==> src/rtl/mem_rw_arbiter_pkg.sv <==
// Shared encodings and widths for the DDR read/write burst arbiter.
package mem_arb_pkg;

  typedef enum logic [1:0] {
    ST_IDLE  = 2'd0,
    ST_GRANT = 2'd1,
    ST_BUSY  = 2'd2,
    ST_DONE  = 2'd3
  } arb_state_e;

  typedef enum logic {
    OWNER_WR = 1'b0,
    OWNER_RD = 1'b1
  } owner_e;

  localparam int unsigned TIMEOUT_CYCLES_DEF = 4096;
  localparam int unsigned WDOG_WIDTH         = 16;
  localparam int unsigned LEN_WIDTH          = 8;
  localparam int unsigned LINE_WIDTH         = 18;

endpackage

==> src/rtl/mem_rw_arbiter.sv <==
// Round-robin arbiter sharing one DDR burst engine between a write path and a read path,
// with a grant-to-finish watchdog. Engine-side ports mirror mem_rw_arbiter_if signal-for-signal.
module mem_rw_arbiter
  import mem_arb_pkg::*;
#(
  parameter int unsigned ADDR_WIDTH     = 30,
  parameter int unsigned MEM_DATA_BITS  = 256,
  parameter int unsigned TIMEOUT_CYCLES = TIMEOUT_CYCLES_DEF
) (
  input  logic                     ddr_clk_i,
  input  logic                     ddr_rst_n_i,
  input  logic                     wr_ddr_req_i,
  input  logic [LEN_WIDTH-1:0]     wr_ddr_len_i,
  input  logic [ADDR_WIDTH-1:0]    wr_ddr_addr_i,
  input  logic [MEM_DATA_BITS-1:0] wr_ddr_data_i,
  output logic                     ddr_fifo_rd_req_o,
  output logic                     wr_ddr_finish_o,
  input  logic                     rd_ddr_req_i,
  input  logic [LEN_WIDTH-1:0]     rd_ddr_len_i,
  input  logic [ADDR_WIDTH-1:0]    rd_ddr_addr_i,
  output logic [MEM_DATA_BITS-1:0] rd_ddr_data_o,
  output logic                     rd_ddr_data_vld_o,
  output logic                     rd_ddr_finish_o,
  input  logic [LINE_WIDTH-1:0]    wr_burst_line_i,
  input  logic [LINE_WIDTH-1:0]    rd_burst_line_i,
  output logic                     mem_req_o,
  output logic                     mem_rw_o,
  output logic [LEN_WIDTH-1:0]     mem_len_o,
  output logic [ADDR_WIDTH-1:0]    mem_addr_o,
  input  logic                     mem_wr_data_rd_i,
  output logic [MEM_DATA_BITS-1:0] mem_wr_data_o,
  input  logic [MEM_DATA_BITS-1:0] mem_rd_data_i,
  input  logic                     mem_rd_data_vld_i,
  input  logic                     mem_finish_i,
  output logic                     arb_err_o
);

  localparam logic [WDOG_WIDTH-1:0] WDOG_LIMIT = WDOG_WIDTH'(TIMEOUT_CYCLES - 1);

  arb_state_e              state_q, state_d;
  owner_e                  owner_q, owner_d;
  owner_e                  last_owner_q, last_owner_d;
  logic                    mem_req_q, mem_req_d;
  logic [LEN_WIDTH-1:0]    len_q, len_d;
  logic [ADDR_WIDTH-1:0]   addr_q, addr_d;
  logic [WDOG_WIDTH-1:0]   wdog_q, wdog_d;
  logic                    err_q, err_d;

  logic   active;
  logic   wr_elig;
  logic   rd_elig;
  logic   engine_strobe;
  logic   timeout;
  owner_e grant_owner;

  assign active        = (state_q == ST_GRANT) || (state_q == ST_BUSY);
  assign wr_elig       = wr_ddr_req_i;
  // Equal line counters mean the read side has nothing to fetch, wrap included.
  assign rd_elig       = rd_ddr_req_i && (rd_burst_line_i != wr_burst_line_i);
  assign engine_strobe = mem_wr_data_rd_i || mem_rd_data_vld_i || mem_finish_i;

  always_comb begin
    wdog_d = '0;
    if (active) begin
      wdog_d = (wdog_q == '1) ? wdog_q : wdog_q + 1'b1;
    end
  end

  // Fires on the edge the counter lands on the limit, so the error is visible that cycle.
  assign timeout = active && (wdog_d == WDOG_LIMIT);

  always_comb begin
    state_d      = state_q;
    owner_d      = owner_q;
    last_owner_d = last_owner_q;
    mem_req_d    = mem_req_q;
    len_d        = len_q;
    addr_d       = addr_q;
    err_d        = err_q;
    grant_owner  = OWNER_WR;

    if (wr_elig && rd_elig) begin
      grant_owner = (last_owner_q == OWNER_RD) ? OWNER_WR : OWNER_RD;
    end else if (rd_elig) begin
      grant_owner = OWNER_RD;
    end

    unique case (state_q)
      ST_IDLE: begin
        mem_req_d = 1'b0;
        if (wr_elig || rd_elig) begin
          state_d      = ST_GRANT;
          owner_d      = grant_owner;
          last_owner_d = grant_owner;
          mem_req_d    = 1'b1;
          len_d        = (grant_owner == OWNER_WR) ? wr_ddr_len_i  : rd_ddr_len_i;
          addr_d       = (grant_owner == OWNER_WR) ? wr_ddr_addr_i : rd_ddr_addr_i;
        end
      end
      ST_GRANT: begin
        state_d = ST_BUSY;
        if (engine_strobe) mem_req_d = 1'b0;
      end
      ST_BUSY: begin
        if (engine_strobe) mem_req_d = 1'b0;
        if (mem_finish_i)  state_d   = ST_DONE;
      end
      ST_DONE: begin
        state_d   = ST_IDLE;
        mem_req_d = 1'b0;
      end
      default: begin
        state_d   = ST_IDLE;
        mem_req_d = 1'b0;
      end
    endcase

    if (timeout) begin
      state_d   = ST_IDLE;
      mem_req_d = 1'b0;
      err_d     = 1'b1;
    end
  end

  always_ff @(posedge ddr_clk_i) begin
    if (!ddr_rst_n_i) begin
      state_q      <= ST_IDLE;
      owner_q      <= OWNER_WR;
      last_owner_q <= OWNER_RD;
      mem_req_q    <= 1'b0;
      len_q        <= '0;
      addr_q       <= '0;
      wdog_q       <= '0;
      err_q        <= 1'b0;
    end else begin
      state_q      <= state_d;
      owner_q      <= owner_d;
      last_owner_q <= last_owner_d;
      mem_req_q    <= mem_req_d;
      len_q        <= len_d;
      addr_q       <= addr_d;
      wdog_q       <= wdog_d;
      err_q        <= err_d;
    end
  end

  assign mem_req_o         = mem_req_q;
  assign mem_rw_o          = (owner_q == OWNER_RD);
  assign mem_len_o         = len_q;
  assign mem_addr_o        = addr_q;
  assign arb_err_o         = err_q;

  assign wr_ddr_finish_o   = (state_q == ST_DONE) && (owner_q == OWNER_WR);
  assign rd_ddr_finish_o   = (state_q == ST_DONE) && (owner_q == OWNER_RD);

  assign ddr_fifo_rd_req_o = active && (owner_q == OWNER_WR) && mem_wr_data_rd_i;
  assign mem_wr_data_o     = wr_ddr_data_i;

  assign rd_ddr_data_vld_o = active && (owner_q == OWNER_RD) && mem_rd_data_vld_i;
  assign rd_ddr_data_o     = mem_rd_data_i;

endmodule

==> config.mk <==
export PLATFORM = sky130hd
export DESIGN_NAME = mem_rw_arbiter
export DESIGN_NICKNAME = d
export VERILOG_FILES = /design/src/rtl/mem_rw_arbiter_pkg.sv /design/src/rtl/mem_rw_arbiter.sv
export SDC_FILE = /design/constraint.sdc
export NUM_CORES = 1
export LEC_CHECK = 0
export BUFFER_PORTS_ARGS = -buffer_cell sky130_fd_sc_hd__buf_2
export CORE_AREA = 2 2 458 460
export CTS_BUF_LIST = sky130_fd_sc_hd__clkbuf_16
export CTS_CLUSTER_DIAMETER = 120
export DETAILED_ROUTE_END_ITERATION = 10
export DIE_AREA = 0 0 460 462
export GPL_ROUTABILITY_DRIVEN = 0
export GPL_TIMING_DRIVEN = 0
export SYNTH_ARGS = -nofsm -noshare
export SYNTH_HDL_FRONTEND = slang
export SYNTH_SLANG_ARGS = --single-unit
==> constraint.sdc <==
create_clock -name ddr_clk_i -period 5.6 [get_ports ddr_clk_i]
set_input_delay 0 -clock ddr_clk_i [delete_from_list [all_inputs] [get_ports ddr_clk_i]]
set_output_delay 0 -clock ddr_clk_i [all_outputs]
set_load 0.03 [all_outputs]
==> impl_metrics.tcl <==
set metrics [dict create \
    status "complete, but fails checks" \
    violations "negative hold slack" \
    synthFlopType "dfxtp_1" \
    crit_start "wr_burst_line_i[13]" \
    fin_cells 4369 \
    cellLeakagePower_nw 6.79 \
    use_met3 0.126 \
    syn_avg_cell_area_um2 8.16 \
    cts_tree "yes" \
    dpl_cell_area_um2 14000 \
    num-fill-cells 24700 \
    worst_pin_slew_ps 1320 \
    maxSlewHeadroom 0.114 \
    ir_worst_vdd_mv 0.142 \
    clkLatencyLatePin_ps 380 \
    critPathRequiredTime_ps 5810 \
    dp_hpwl_um 150000 \
    antenna_found_initial 284 \
    post_cts_buffers 0 \
    regToRegStartpoint "state_q[0]" \
    fin_setup_tns_ps 0 \
    drive_above_1_share 0.763 \
    first_iter_violations 391 \
    htree_levels 3 \
    r2r_slack_ps 2610 \
    setup_viol 0 \
    report.final.hold_viol_count 3 \
    core_um2 208000 \
    reg2reg_to "mem_addr_o[28]" \
    io_pins 1188 \
    num_vias 9807 \
    grt_usage 0.139 \
    synth_nets 1517 \
    grt_first_pass_wirelength_um 169000 \
    drv_slew 0 \
    ys_seq_area_frac 0.167 \
    fin_area_um2 14700 \
    overflow 0 \
    max_freq_mhz 296 \
    hp-class "input pin to register" \
    nets 2233 \
    cts_buffer_depth 2 \
    synth_area_um2 7190 \
    dieArea_um2 213000 \
    worstSetupPathType "input pin to register" \
    initial_core_util 0.0346 \
    placementRows 168 \
    placed_cells 4275 \
    grt_pass1_vias 8630 \
    endpoint_kind "register" \
    die_y_um 462 \
    wl_per_cell_um 35.4 \
    layout_common_cells "buf_2 (677), buf_4 (514), dfxtp_1 (60), a21oi_1 (45), mux2i_1 (39)" \
    whs_ps -22.8 \
    cap_violations 0 \
    use_met1 0.119 \
    worst_slack_ps 2220 \
    r2r_cells 8 \
    numCtsBuffers 9 \
    wl_um 155000 \
    via_per_inst 2.24 \
    crit_fanout 10 \
    syn_to_final_growth_pct 104 \
    drc 0 \
    path_clk_slew_ps 60 \
    endpoint "mem_addr_o[28]" \
    rsz0062_at_grt "no" \
    final_common_cell "buf_2" \
    power.density_nw_per_um2 217 \
    yosysWarnings 0 \
    start_kind "input pin" \
    clock-sinks 60 \
    die_w_um 460 \
    synthArstFlopShare 0 \
    io_buffer_count 674 \
    dr.pass1.iters 4 \
    ys_ff_latch 60 \
    pre_cts_ws_ps 1670 \
    fin_crit_sh 0.604 \
    drtAntennaViolNets 0 \
    grt_max_degree 11 \
    postSynthCellCount 881 \
    cts_root_buf "clkbuf_16" \
    fin_crit_ps 3380 \
    clock_skew_ps 12.6 \
    synth.distinct_cells 51 \
    arrival_ps 3600 \
    synth-edff-count 0 \
    busiest_layer "met2" \
    met2_usage 0.242 \
]
-- synthesized netlist by cell type (2+ instances only) --
master	n	area (um^2)
and3_1	4	25.0
dfxtp_1	60	1200
nand3_1	7	35.0
o21ai_0	2	10.0
buf_2	3	15.0
a31oi_1	5	31.3
nor2_1	16	60.1
nor4_1	4	25.0
nor3_1	9	45.0
nand2_1	20	75.1
o31ai_1	38	285
buf_4	514	3860
and2_1	3	18.8
a21oi_1	45	225
xnor2_1	23	201
ha_1	5	62.6
o21a_1	2	15.0
buf_6	6	67.6
and4_1	3	26.3
mux2i_1	39	390
inv_1	8	30.0
a211oi_1	5	37.5
nand4_1	9	56.3
xor2_1	6	52.6
clkbuf_1	18	67.6
nor3b_1	2	15.0
-- cell families after synthesis --
| logic type | synth area share |
|---|---|
| AOI/OAI and AO/OA | 0.102 |
| DFF | 0.167 |
| buffers and inverters | 0.562 |
| muxes | 0.0543 |
| and+or+nand+nor | 0.0706 |
| xor gates and xnor gates | 0.0353 |
| adders and majority gates | 0.00870 |
-- worst min path at each step --
stage | from | end | cells after the start
2_1_floorplan | wr_ddr_data_i[0] | mem_wr_data_o[0] | 1
3_3_place_gp | mem_rd_data_i[103] | rd_ddr_data_o[103] | 2
3_5_place_dp | mem_rd_data_i[253] | rd_ddr_data_o[253] | 2
4_1_cts | rd_ddr_addr_i[13] | mem_addr_o[13] | 3
5_1_grt | rd_ddr_addr_i[13] | mem_addr_o[13] | 3
6_report | wr_ddr_addr_i[14] | mem_addr_o[14] | 3
-- metal layers --
metal,share of wire,wire length (um)
met5,0.0080,1230
met3,0.20,30200
met4,0.020,3040
met1,0.30,46100
met2,0.48,74000
-- timing repair --
item | 4_1_cts | 5_1_grt
hold buffers | 31 | 0
endpoints found under the hold margin | 22 | 0
resized for setup | 0 | 0
-- state kept, by name (all words and copies together), names as in the netlist --
signal / cells
mem_len_o: 8
last_owner_q: 1
mem_req_o: 1
state_q: 2
mem_rw_o: 1
wdog_q: 16
mem_addr_o: 30
arb_err_o: 1
-- layout make-up --
type	instances	area, um^2	area share
multi-input cells	271	1950	0.133
well taps	2720	3400	0.232
inverters	8	30.0	0.00204
diodes	47	118	0.00801
flip-flops and latches	60	1200	0.0818
clock inverters	7	58.8	0.00400
repair buffers	705	3680	0.251
plain buffers	542	4010	0.273
clock buffers	9	225	0.0153
-- critical path: stages --
cell           delay, ps
buf_2                110
xnor2_1              180
nand4_1              120
nor3_1               960
a221o_1              290
clkbuf_1             270
buf_2                470
buf_4                350
mux2i_1              200
dlygate4sd3_1        560
a21oi_1               60
-- report_power, final --
group	switching, W	leakage, nW	internal, W
clock network	0.000225	0.142	0.000338
registers	0.0000663	0.495	0.000531
logic	0.00141	6.16	0.000614
-- through the flow --
stage	total power [W]	utilization
final	0.00319	0.0706
after CTS	0.00326	0.0700
after global placement	0.00264	0.0671
after floorplan	0.00179	-
after detailed placement	0.00265	0.0671
after global routing	0.00334	0.0702
Power figures use the tool's default switching activity.
